File: src/rtl/blink_pkg.sv
// Shared types for the multi-channel blink divider: channel mode encoding.
// Latency: n/a (types and constants only).
// Backpressure: n/a.
package blink_pkg;

  localparam int MODE_W = 2;

  typedef enum logic [MODE_W-1:0] {
    MODE_TOGGLE  = 2'd0,
    MODE_PULSE   = 2'd1,
    MODE_ONESHOT = 2'd2,
    MODE_HOLD    = 2'd3
  } mode_e;

endpackage

File: src/rtl/blink_divider_multi_if.sv
// Configuration port of the blink divider: one request carries channel, divide value and mode.
// Latency: transfer happens on the clk edge where cfg_valid & cfg_ready are both high.
// Backpressure: slave drops cfg_ready while the addressed channel still holds an unapplied request.
interface blink_divider_multi_if #(
  parameter int NUM_CH = 4,
  parameter int CNT_W  = 32
);
  import blink_pkg::*;

  localparam int CH_W = (NUM_CH > 1) ? $clog2(NUM_CH) : 1;

  logic              cfg_valid;
  logic              cfg_ready;
  logic [CH_W-1:0]   cfg_ch;
  logic [CNT_W-1:0]  cfg_div;
  mode_e             cfg_mode;

  modport master (
    output cfg_valid,
    output cfg_ch,
    output cfg_div,
    output cfg_mode,
    input  cfg_ready
  );

  modport slave (
    input  cfg_valid,
    input  cfg_ch,
    input  cfg_div,
    input  cfg_mode,
    output cfg_ready
  );

endinterface

File: src/rtl/blink_channel.sv
// One divider channel: counter, config shadow and mode logic (toggle/pulse/one-shot/hold).
// Latency: tick/wave register one edge after the terminal count is sampled.
// Backpressure: pending stays high from config load until the shadow is applied.
// Ports: clk, rst_n (sync, active-low), en (run level), sync_clr, cfg_load/cfg_div/cfg_mode
//        (shadow write), pending (shadow occupied), tick, wave, wave_n.
module blink_channel
  import blink_pkg::*;
#(
  parameter int               CNT_W       = 32,
  parameter logic [CNT_W-1:0] DEFAULT_DIV = '1
) (
  input  logic             clk,
  input  logic             rst_n,
  input  logic             en,
  input  logic             sync_clr,
  input  logic             cfg_load,
  input  logic [CNT_W-1:0] cfg_div,
  input  mode_e            cfg_mode,
  output logic             pending,
  output logic             tick,
  output logic             wave,
  output logic             wave_n
);

  logic [CNT_W-1:0] cnt_q, cnt_d;
  logic [CNT_W-1:0] div_q, div_d;
  logic [CNT_W-1:0] sh_div_q, sh_div_d;
  mode_e            mode_q, mode_d;
  mode_e            sh_mode_q, sh_mode_d;
  logic             pending_q, pending_d;
  logic             armed_q, armed_d;
  logic             wave_q, wave_d;
  logic             wave_n_q;
  logic             tick_q, tick_d;
  logic             at_term;
  logic             run;
  logic             term;
  logic             apply;

  assign at_term = (cnt_q == div_q);

  always_comb begin
    cnt_d     = cnt_q;
    div_d     = div_q;
    mode_d    = mode_q;
    sh_div_d  = sh_div_q;
    sh_mode_d = sh_mode_q;
    pending_d = pending_q;
    armed_d   = armed_q;
    wave_d    = wave_q;
    tick_d    = 1'b0;
    run       = 1'b0;
    term      = 1'b0;
    apply     = 1'b0;

    if (sync_clr) begin
      // Phase-align: outranks a terminal count on the same edge, so no tick.
      cnt_d   = '0;
      wave_d  = 1'b0;
      armed_d = 1'b1;
      apply   = pending_q;
    end else if (!en) begin
      // Holding armed while disabled is what re-arms a one-shot on ch_en falling.
      cnt_d   = '0;
      armed_d = 1'b1;
      apply   = pending_q;
    end else begin
      case (mode_q)
        MODE_TOGGLE: begin
          run  = 1'b1;
          term = at_term;
          if (at_term) wave_d = ~wave_q;
        end
        MODE_PULSE: begin
          run    = 1'b1;
          term   = at_term;
          wave_d = at_term;
        end
        MODE_ONESHOT: begin
          if (armed_q) begin
            // wave stays high through the tick cycle, then drops once disarmed.
            run    = 1'b1;
            term   = at_term;
            wave_d = 1'b1;
            if (at_term) armed_d = 1'b0;
          end else begin
            cnt_d  = '0;
            wave_d = 1'b0;
          end
        end
        default: begin
          // HOLD: counter and wave frozen; a waiting shadow is taken at once.
          apply = pending_q;
        end
      endcase

      if (run) begin
        if (term) begin
          cnt_d  = '0;
          tick_d = 1'b1;
          apply  = pending_q;
        end else begin
          cnt_d = cnt_q + CNT_W'(1);
        end
      end
    end

    if (apply) begin
      div_d     = sh_div_q;
      mode_d    = sh_mode_q;
      cnt_d     = '0;
      armed_d   = 1'b1;
      pending_d = 1'b0;
    end

    // Load only happens while pending is low, so it never collides with apply;
    // a request accepted on an apply edge therefore waits for the next one.
    if (cfg_load) begin
      sh_div_d  = cfg_div;
      sh_mode_d = cfg_mode;
      pending_d = 1'b1;
    end
  end

  always_ff @(posedge clk) begin
    if (!rst_n) begin
      cnt_q     <= '0;
      div_q     <= DEFAULT_DIV;
      mode_q    <= MODE_TOGGLE;
      sh_div_q  <= DEFAULT_DIV;
      sh_mode_q <= MODE_TOGGLE;
      pending_q <= 1'b0;
      armed_q   <= 1'b1;
      wave_q    <= 1'b0;
      wave_n_q  <= 1'b1;
      tick_q    <= 1'b0;
    end else begin
      cnt_q     <= cnt_d;
      div_q     <= div_d;
      mode_q    <= mode_d;
      sh_div_q  <= sh_div_d;
      sh_mode_q <= sh_mode_d;
      pending_q <= pending_d;
      armed_q   <= armed_d;
      wave_q    <= wave_d;
      wave_n_q  <= ~wave_d;
      tick_q    <= tick_d;
    end
  end

  assign pending = pending_q;
  assign tick    = tick_q;
  assign wave    = wave_q;
  assign wave_n  = wave_n_q;

endmodule

File: src/rtl/blink_divider_multi.sv
// Multi-channel programmable divider / LED blinker with per-channel runtime config.
// Latency: config applied at the channel's next terminal count (or next edge if idle/held/sync_clr).
// Backpressure: cfg_ready = ~pending of the addressed channel; out-of-range channels accept and drop.
// Ports: clk, rst_n (sync, active-low), cfg (config slave), ch_en, sync_clr, tick, wave, wave_n.
module blink_divider_multi
  import blink_pkg::*;
#(
  parameter int          NUM_CH      = 4,
  parameter int          CNT_W       = 32,
  parameter int unsigned DEFAULT_DIV = 49999999
) (
  input  logic                   clk,
  input  logic                   rst_n,
  blink_divider_multi_if.slave   cfg,
  input  logic [NUM_CH-1:0]      ch_en,
  input  logic                   sync_clr,
  output logic [NUM_CH-1:0]      tick,
  output logic [NUM_CH-1:0]      wave,
  output logic [NUM_CH-1:0]      wave_n
);

  logic [NUM_CH-1:0] pending;
  logic [NUM_CH-1:0] load;
  logic              ready;

  always_comb begin
    ready = 1'b1;
    load  = '0;
    for (int i = 0; i < NUM_CH; i++) begin
      if (int'(cfg.cfg_ch) == i) begin
        ready   = ~pending[i];
        load[i] = cfg.cfg_valid & ~pending[i];
      end
    end
  end

  assign cfg.cfg_ready = ready;

  for (genvar i = 0; i < NUM_CH; i++) begin : g_ch
    blink_channel #(
      .CNT_W       (CNT_W),
      .DEFAULT_DIV (CNT_W'(DEFAULT_DIV))
    ) u_ch (
      .clk      (clk),
      .rst_n    (rst_n),
      .en       (ch_en[i]),
      .sync_clr (sync_clr),
      .cfg_load (load[i]),
      .cfg_div  (cfg.cfg_div),
      .cfg_mode (cfg.cfg_mode),
      .pending  (pending[i]),
      .tick     (tick[i]),
      .wave     (wave[i]),
      .wave_n   (wave_n[i])
    );
  end

endmodule

File: src/flat_wrapper.sv
// flat-port wrapper written by rule: the top's interface ports become plain ports
module blink_divider_multi_flat import blink_pkg::*;
#(
  parameter int          NUM_CH      = 4,
  parameter int          CNT_W       = 32,
  parameter int unsigned DEFAULT_DIV = 49999999
)
  (clk, rst_n, ch_en, sync_clr, tick, wave, wave_n, cfg_cfg_valid, cfg_cfg_ch, cfg_cfg_div, cfg_cfg_mode, cfg_cfg_ready);
  blink_divider_multi_if #(.NUM_CH(NUM_CH), .CNT_W(CNT_W)) cfg_i ();
  input  logic clk;
  input  logic rst_n;
  input  logic [NUM_CH-1:0] ch_en;
  input  logic sync_clr;
  output logic [NUM_CH-1:0] tick;
  output logic [NUM_CH-1:0] wave;
  output logic [NUM_CH-1:0] wave_n;
  input wire logic [$bits(cfg_i.cfg_valid)-1:0] cfg_cfg_valid;
  input wire logic [$bits(cfg_i.cfg_ch)-1:0] cfg_cfg_ch;
  input wire logic [$bits(cfg_i.cfg_div)-1:0] cfg_cfg_div;
  input wire logic [$bits(cfg_i.cfg_mode)-1:0] cfg_cfg_mode;
  output wire logic [$bits(cfg_i.cfg_ready)-1:0] cfg_cfg_ready;
  assign cfg_i.cfg_valid = cfg_cfg_valid;
  assign cfg_i.cfg_ch = cfg_cfg_ch;
  assign cfg_i.cfg_div = cfg_cfg_div;
  assign cfg_i.cfg_mode = cfg_cfg_mode;
  assign cfg_cfg_ready = cfg_i.cfg_ready;
  blink_divider_multi #(.NUM_CH(NUM_CH), .CNT_W(CNT_W), .DEFAULT_DIV(DEFAULT_DIV)) u_core (.clk(clk), .rst_n(rst_n), .cfg(cfg_i), .ch_en(ch_en), .sync_clr(sync_clr), .tick(tick), .wave(wave), .wave_n(wave_n));
endmodule
File: config.mk
export PLATFORM = sky130hd
export DESIGN_NAME = blink_divider_multi_flat
export DESIGN_NICKNAME = d
export VERILOG_FILES = /design/src/rtl/blink_pkg.sv /design/src/rtl/blink_divider_multi_if.sv /design/src/rtl/blink_channel.sv /design/src/rtl/blink_divider_multi.sv /design/src/flat_wrapper.sv
export SDC_FILE = /design/constraint.sdc
export NUM_CORES = 1
export LEC_CHECK = 0
export ABC_CLOCK_PERIOD_IN_PS = 4250
export BUFFER_PORTS_ARGS = -buffer_cell sky130_fd_sc_hd__clkbuf_2
export CORE_ASPECT_RATIO = 0.5
export CORE_MARGIN = 4
export CORE_UTILIZATION = 38
export DETAILED_ROUTE_END_ITERATION = 10
export HOLD_SLACK_MARGIN = 0.08
export PLACE_DENSITY = 0.55
export SETUP_SLACK_MARGIN = 0.1
export SLEW_MARGIN = 40
export SYNTH_ARGS = -nofsm -noshare
export SYNTH_HDL_FRONTEND = slang
export SYNTH_HIERARCHICAL = 1
export SYNTH_SLANG_ARGS = --single-unit
File: constraint.sdc
create_clock -name clk -period 4.25 [get_ports clk]
set_input_delay 1.275 -clock clk [delete_from_list [all_inputs] [get_ports clk]]
set_output_delay 1.275 -clock clk [all_outputs]
set_load 0.1 [all_outputs]
==> flow_summary_export.csv, run 1 <==
group,metric,value,unit
detailed_routing,ant_nets,0,
global_route,grt_pass1_vias,13900,
sta,fin_tns_setup,0,ns
worst_hold_path,min_from,"u_core/g_ch[1].u_ch/sh_div_q[29]",
global_route,grt_overflow,0,
synth,synth.area.top_cells,"dfxtp_1 43%, mux2i_1 11%, nand2_1 6.7%",
floorplan,core_area,0.0507,mm2
setup_path,end_kind,"output pin",
placed_design,hpwl,34800,um
setup_path,required,2.97,ns
synth,synthFlopType,"dfxtp_1",
cts,hold_buffers,0,
synth,ys_async_sr_fraction,0,%
sta,skew,0.0109,ns
setup_path,crit_arrival,2.44,ns
floorplan,die_area,0.0556,mm2
sta,fin_crit,3.72,ns
synth,synth_cell_type_count,46,
detailed_routing,drt_pass1_iterations,5,
cts,cts_buffer_depth,3,
setup_path,worstReg2RegEnd,"u_core/g_ch[0].u_ch/cnt_q[12]",
floorplan,initial_core_util,38.8,%
sta,finalSetupViolCount,0,
synth,netlist_area,0.0197,mm2
power_and_ir_drop,powerDensity,369,mW/mm2
sta,finalHoldViolCount,0,
synth,synth_edf_count,0,
detailed_routing,vias,15500,
placed_design,place_congestion,0.789,
floorplan,top_level_ports,57,
layout,antenna_cells,0,
cts,post-cts-setup-buffers,0,
sta,timing.fmax,269,MHz
detailed_routing,avgViaCountPerCell,5.34,
setup_path,reg2reg_from,"u_core/g_ch[0].u_ch/mode_q[0]",
layout,syn_to_final_growth,9.91,%
setup_path,cp_slowest_cell,"mux4_2",
synth,seq_area_frac_synth,42.8,%
placed_design,portBuffers,56,
cts,ctsRootBufferMaster,"clkbuf_16",
setup_path,crit_chain,"clkbuf_2 > mux4_2 > inv_1 > clkbuf_2",
global_route,grt_usage,18.8,%
cts,cts_made_buffers,41,
global_route,grt_antenna_before_repair,0,
setup_path,crit_path_start_kind,"input port",
outcome,status,"complete, no violations",
setup_path,rr_worst_depth,5,
detailed_routing,drc,0,
global_route,grt_pass1_wl,82900,um
worst_hold_path,whs_path_depth,2,
synth,yosysTopAreaCellShare,42.8,%
floorplan,core.rowCount,58,
layout,drive_gt1_share,7.71,%
setup_path,cp_top_family,"buffers and inverters",
synth,syn_inst,2223,
detailed_routing,wirelength,54000,um
floorplan,dieHeight,169,um
worst_hold_path,hold_path.class,"reg -> reg",
sta,maxSlewHeadroom,43.4,%
cts,ctsHtreeMaxLevel,2,
cts,cts_num_sinks,420,
power_and_ir_drop,power.leakage,0.00753,uW
sta,worst_slew_pin_slew,0.848,ns
setup_path,cp_common_cell,"clkbuf_2",
sta,rsz0062_at_grt,"false",
cts,clock_latency,0.55,ns
setup_path,crit_path_max_fanout,5,
sta,maxSlewViolCount,0,
worst_hold_path,whs_endpoint,"u_core/g_ch[1].u_ch/div_q[29]",
global_route,grt_max_degree,155,
setup_path,max_stage_delay,0.51,ns
setup_path,cp_num_buf_inv,3,
detailed_routing,drt_iter0_drc,1365,
synth,yosys_warnings,6,
sta,period_share,87.5,%
cts,cts_tree,"yes",
detailed_routing,wl_per_cell,18.6,um
setup_path,critical_path_class,"in -> out",
synth,avgSynthCellArea,8.84,um2
floorplan,die_w,330,um
power_and_ir_drop,power,7980,uW
power_and_ir_drop,ir_drop,0.166,mV
setup_path,reg2reg_slack,1.56,ns
flow_run,cap_violations,0,
synth,yosys.area.top_type,"dfxtp_1",
synth,synth_fp_nets,2271,
layout,nets,2228,
cts,clk_pin_slew_worst_paths,0.06,ns
cts,ctsResizeCount,0,
synth,ys_seq_elements,420,
==> layout by cell type, fill, tap and decap left out, types with 25 or more instances in the layout <==
| master | n |
|---|---|
| and3_1 | 48 |
| nand2_1 | 349 |
| inv_1 | 25 |
| xnor2_1 | 140 |
| mux2i_1 | 212 |
| o21ai_0 | 132 |
| nor2_1 | 48 |
| nor2b_1 | 68 |
| a21oi_1 | 112 |
| nand4_1 | 72 |
| a22oi_1 | 40 |
| clkbuf_2 | 55 |
| nand3_1 | 108 |
| nor3_1 | 52 |
| dfxtp_1 | 420 |
| clkbuf_16 | 43 |
==> per-layer routing <==
layer | wire, um | up-vias | GRT usage (%)
met4 | 632 | 0 | 3.21
met3 | 2040 | 42 | 2.48
li1 | - | 7792 | -
met1 | 28600 | 7378 | 29.3
met2 | 22700 | 245 | 27.7
met5 | 0 | - | 0
==> how the worst max path moves through the flow <==
stage	from	slack, ns	to	cells past startpoint
after floorplan	cfg_cfg_ch[0]	0.63	cfg_cfg_ready	2
after global placement	cfg_cfg_ch[0]	0.53	cfg_cfg_ready	4
after detailed placement	cfg_cfg_ch[0]	0.53	cfg_cfg_ready	4
after CTS	cfg_cfg_ch[0]	0.53	cfg_cfg_ready	4
after global routing	cfg_cfg_ch[0]	0.50	cfg_cfg_ready	4
final	cfg_cfg_ch[0]	0.53	cfg_cfg_ready	4
==> registers in the layout, indices dropped and copies added (netlist names) <==
name / cells
u_core/g_ch.u_ch/tick: 4
u_core/g_ch.u_ch/wave: 4
u_core/g_ch.u_ch/armed_q: 4
u_core/g_ch.u_ch/sh_div_q: 128
u_core/g_ch.u_ch/div_q: 128
u_core/g_ch.u_ch/pending: 4
u_core/g_ch.u_ch/sh_mode_q: 8
u_core/g_ch.u_ch/mode_q: 8
u_core/g_ch.u_ch/wave_n: 4
u_core/g_ch.u_ch/cnt_q: 128
==> stage by stage <==
step | utilization, % | instance area (um2) | hold slack [ns] | cells | setup slack [ns]
2_1_floorplan | - | 19700 | 0.435 | 2223 | 0.632
3_3_place_gp | 40.1 | 20300 | 0.445 | 2827 | 0.528
3_5_place_dp | 40.1 | 20300 | 0.449 | 2827 | 0.526
4_1_cts | 42.6 | 21600 | 0.460 | 2896 | 0.527
5_1_grt | 42.6 | 21600 | 0.479 | 2896 | 0.498
6_report | 42.6 | 21600 | 0.457 | 2896 | 0.533
==> power by group <==
group	switching (uW)	internal, uW	leakage, uW	total (uW)
logic	218	117	0.00349	335
registers	33.1	3990	0.00340	4020
clock network	1580	2050	0.000643	3630
total	1830	6150	0.00753	7980
==> Yosys cell counts, drive strengths merged, types with 5 or more instances <==
master   instances
a211oi          16
a21oi          112
a22oi           40
a311oi          12
a31oi           16
a41oi            8
and2            16
and3            48
and4            20
buf             56
clkbuf         104
dfxtp          420
inv             25
mux2i          212
nand2          353
nand2b          16
nand3          112
nand3b          12
nand4           72
nand4b           8
nor2            48
nor2b           68
nor3            53
nor4            32
nor4b            5
o2111ai         12
o211a           20
o21a             8
o21ai          136
xnor2          140
==> final cells by class <==
cell class                 count  area (um2)
multi-input combinational   1618       10500
sequential                   420        8410
timing repair buffer          74         450
clock inverter                10        85.1
fill                        5103       29100
tap                          690         863
inverter                      25        93.8
clock buffer                  59        1220
==> worst reg2reg max path, cell delays in order (launching register included) <==
cell      delay [ns]
dfxtp_1         0.44
nand2b_1        0.16
nand2_1         0.51
a41oi_4         0.44
nand3_2         0.62
a311oi_1        0.43
==> cells by family after synthesis <==
family | Yosys count | synth area share [%]
AOI/OAI and AO/OA | 388 | 12.5
xor gates and xnor gates | 144 | 6.42
adders and majority gates | 4 | 0.255
buffers and inverters | 185 | 4.07
DFF | 420 | 42.8
muxes | 213 | 10.9
and+or+nand+nor | 869 | 23.1
No activity file was read; power rests on OpenSTA's default activity.
==> inputs of run 2 (changes only) <==
--- a/config.mk
+++ b/config.mk
@@ -12,9 +12,10 @@
 export CORE_UTILIZATION = 38
 export DETAILED_ROUTE_END_ITERATION = 10
 export HOLD_SLACK_MARGIN = 0.08
-export PLACE_DENSITY = 0.55
+export PLACE_DENSITY = 0.63
+export REMOVE_ABC_BUFFERS = 1
 export SETUP_SLACK_MARGIN = 0.1
-export SLEW_MARGIN = 40
+export SLEW_MARGIN = 15
 export SYNTH_ARGS = -nofsm -noshare
 export SYNTH_HDL_FRONTEND = slang
 export SYNTH_HIERARCHICAL = 1
==> run 2 against run 1 <==
- hold slack got worse by 0.0019 ns
- sequential cell count did not move
- global-route usage fell by 0.84 points
- clock power rose by 14%
- sequential share of layout area fell by 0.43 points
- clock skew barely moved
- critical path depth did not move
- critical endpoint unchanged
==> flow_summary_export.csv, run 2 (synthesized netlist as in run 1, its figures left out) <==
group,metric,value,unit
layout,final_common_cell,"dfxtp_1",
cts,ctsHtreeMaxLevel,2,
setup_path,crit_path_max_fanout,5,
setup_path,crit_path_start_kind,"input port",
cts,cts_tree,"yes",
sta,period_share,87.2,%
layout,drive_gt1_share,8.00,%
power_and_ir_drop,p_switching,1850,uW
setup_path,critical_path_class,"in -> out",
setup_path,rr_worst_depth,5,
global_route,grt_usage,17.9,%
global_route,grt_max_degree,145,
power_and_ir_drop,powerDensity,389,mW/mm2
cts,cts_made_buffers,42,
sta,finalHoldViolCount,0,
detailed_routing,vias,15700,
global_route,grt_overflow,0,
layout,seqCellArea,0.00841,mm2
sta,fin_crit,3.71,ns
sta,maxSlewViolCount,0,
setup_path,startpoint,"cfg_cfg_ch[0]",
layout,reg.largest.list,"u_core/g_ch.u_ch/cnt_q x128, u_core/g_ch.u_ch/div_q x128, u_core/g_ch.u_ch/sh_div_q x128",
sta,finalSetupViolCount,0,
setup_path,required,2.97,ns
setup_path,crit_end,"cfg_cfg_ready",
setup_path,reg2reg_from,"u_core/g_ch[3].u_ch/mode_q[0]",
power_and_ir_drop,comb_power_share,4.0,%
global_route,grt_antenna_before_repair,0,
detailed_routing,avgViaCountPerCell,5.41,
sta,maxSlewHeadroom,39.1,%
placed_design,place_congestion,0.836,
cts,ctsResizeCount,0,
cts,clk_pin_slew_worst_paths,0.06,ns
layout,nets,2228,
floorplan,initial_core_util,38.8,%
layout,multi_input_area,0.0105,mm2
cts,cts_num_sinks,420,
floorplan,core.rowCount,58,
cts,cts_buffer_depth,3,
detailed_routing,drt_iter0_drc,1455,
power_and_ir_drop,p_int,6640,uW
floorplan,die_w,330,um
cts,ctsRootBufferMaster,"clkbuf_16",
sta,timing.fmax,270,MHz
setup_path,worstReg2RegEnd,"u_core/g_ch[3].u_ch/cnt_q[12]",
placed_design,portBuffers,56,
cts,clock_latency,0.55,ns
sta,worst_slew_pin_slew,0.913,ns
cts,hold_buffers,0,
setup_path,reg2reg_slack,1.58,ns
sta,rsz0062_at_grt,"false",
power_and_ir_drop,ir_drop,0.236,mV
layout,final_cell_count_no_fill,2903,
placed_design,hpwl,33100,um
power_and_ir_drop,p_seq_share,47.3,%
flow_run,cap_violations,0,
setup_path,crit_arrival,2.43,ns
sta,skew,0.0113,ns
floorplan,dieHeight,169,um
floorplan,core_area,0.0507,mm2
detailed_routing,wl_per_cell,17.6,um
detailed_routing,drt_pass1_iterations,6,
global_route,grt_pass1_vias,14200,
setup_path,end_kind,"output pin",
placed_design,dp_slack,0.531,ns
worst_hold_path,hold_path.class,"reg -> reg",
layout,n_fill_cell,4980,
global_route,grt_pass1_wl,80800,um
outcome,status,"complete, no violations",
cts,post-cts-setup-buffers,0,
sta,worst_slack,0.543,ns
detailed_routing,ant_nets,0,
layout,syn_to_final_growth,11.1,%
layout,mostFrequentLayoutCells,"420 x dfxtp_1, 349 x nand2_1, 212 x mux2i_1",
layout,antenna_cells,0,
floorplan,die_area,0.0556,mm2
floorplan,top_level_ports,57,
power_and_ir_drop,clock_power_share,48.6,%
placed_design,placedCellCount,2826,
power_and_ir_drop,power.leakage,0.00765,uW
detailed_routing,drc,0,
power_and_ir_drop,sw_frac_of_total,21.8,%
detailed_routing,wirelength,51000,um
-- run 2: worst min path at each step --
stage / start / endpoint / slack (ns) / cells after the start
after floorplan: u_core/g_ch[0].u_ch/sh_div_q[10] / u_core/g_ch[0].u_ch/div_q[10] / 0.44 / 2
after global placement: u_core/g_ch[3].u_ch/sh_div_q[30] / u_core/g_ch[3].u_ch/div_q[30] / 0.44 / 2
after detailed placement: u_core/g_ch[1].u_ch/sh_div_q[11] / u_core/g_ch[1].u_ch/div_q[11] / 0.45 / 2
after CTS: u_core/g_ch[1].u_ch/sh_div_q[11] / u_core/g_ch[1].u_ch/div_q[11] / 0.46 / 2
after global routing: u_core/g_ch[1].u_ch/sh_div_q[9] / u_core/g_ch[1].u_ch/div_q[9] / 0.48 / 2
final: u_core/g_ch[2].u_ch/sh_div_q[18] / u_core/g_ch[2].u_ch/div_q[18] / 0.46 / 2
-- run 2: worst max-delay path, cell delays in order --
cell	delay [ns]
clkbuf_2	0.15
mux4_2	0.50
inv_1	0.06
clkbuf_2	0.44
-- run 2: through the flow --
| stage | total power (uW) | TNS (ns) | utilization (%) | instance area, um2 | hold WS [ns] |
|---|---|---|---|---|---|
| floorplan | 4280 | -257.07 | - | 18900 | 0.435 |
| global placement | 4450 | 0 | 40.1 | 20300 | 0.441 |
| detailed placement | 4450 | 0 | 40.1 | 20300 | 0.446 |
| CTS | 8570 | 0 | 43.1 | 21800 | 0.459 |
| global route | 8760 | 0 | 43.1 | 21800 | 0.476 |
| finish | 8490 | 0 | 43.1 | 21800 | 0.456 |
-- run 2: power groups by stage --
stage	logic [uW]	registers [uW]	clock network [uW]
2_1_floorplan	186	4100	0
3_3_place_gp	340	4110	0
3_5_place_dp	343	4110	0
4_1_cts	345	4020	4210
5_1_grt	369	4020	4370
6_report	341	4020	4130
-- run 2: layout make-up --
type	count	share of cell area [%]
Inverter	25	0.430
Clock inverter	16	1.22
Tap cell	690	3.95
Sequential cell	420	38.5
Timing Repair Buffer	73	2.03
Multi-Input combinational cell	1618	48.0
Clock buffer	61	5.89
-- run 2: routing by layer --
layer | share of wire, % | global-route usage (%)
met1 | 48 | 25.7
met2 | 45 | 28.5
met3 | 5.2 | 2.56
met4 | 1.9 | 4.52
met5 | 0 | 0
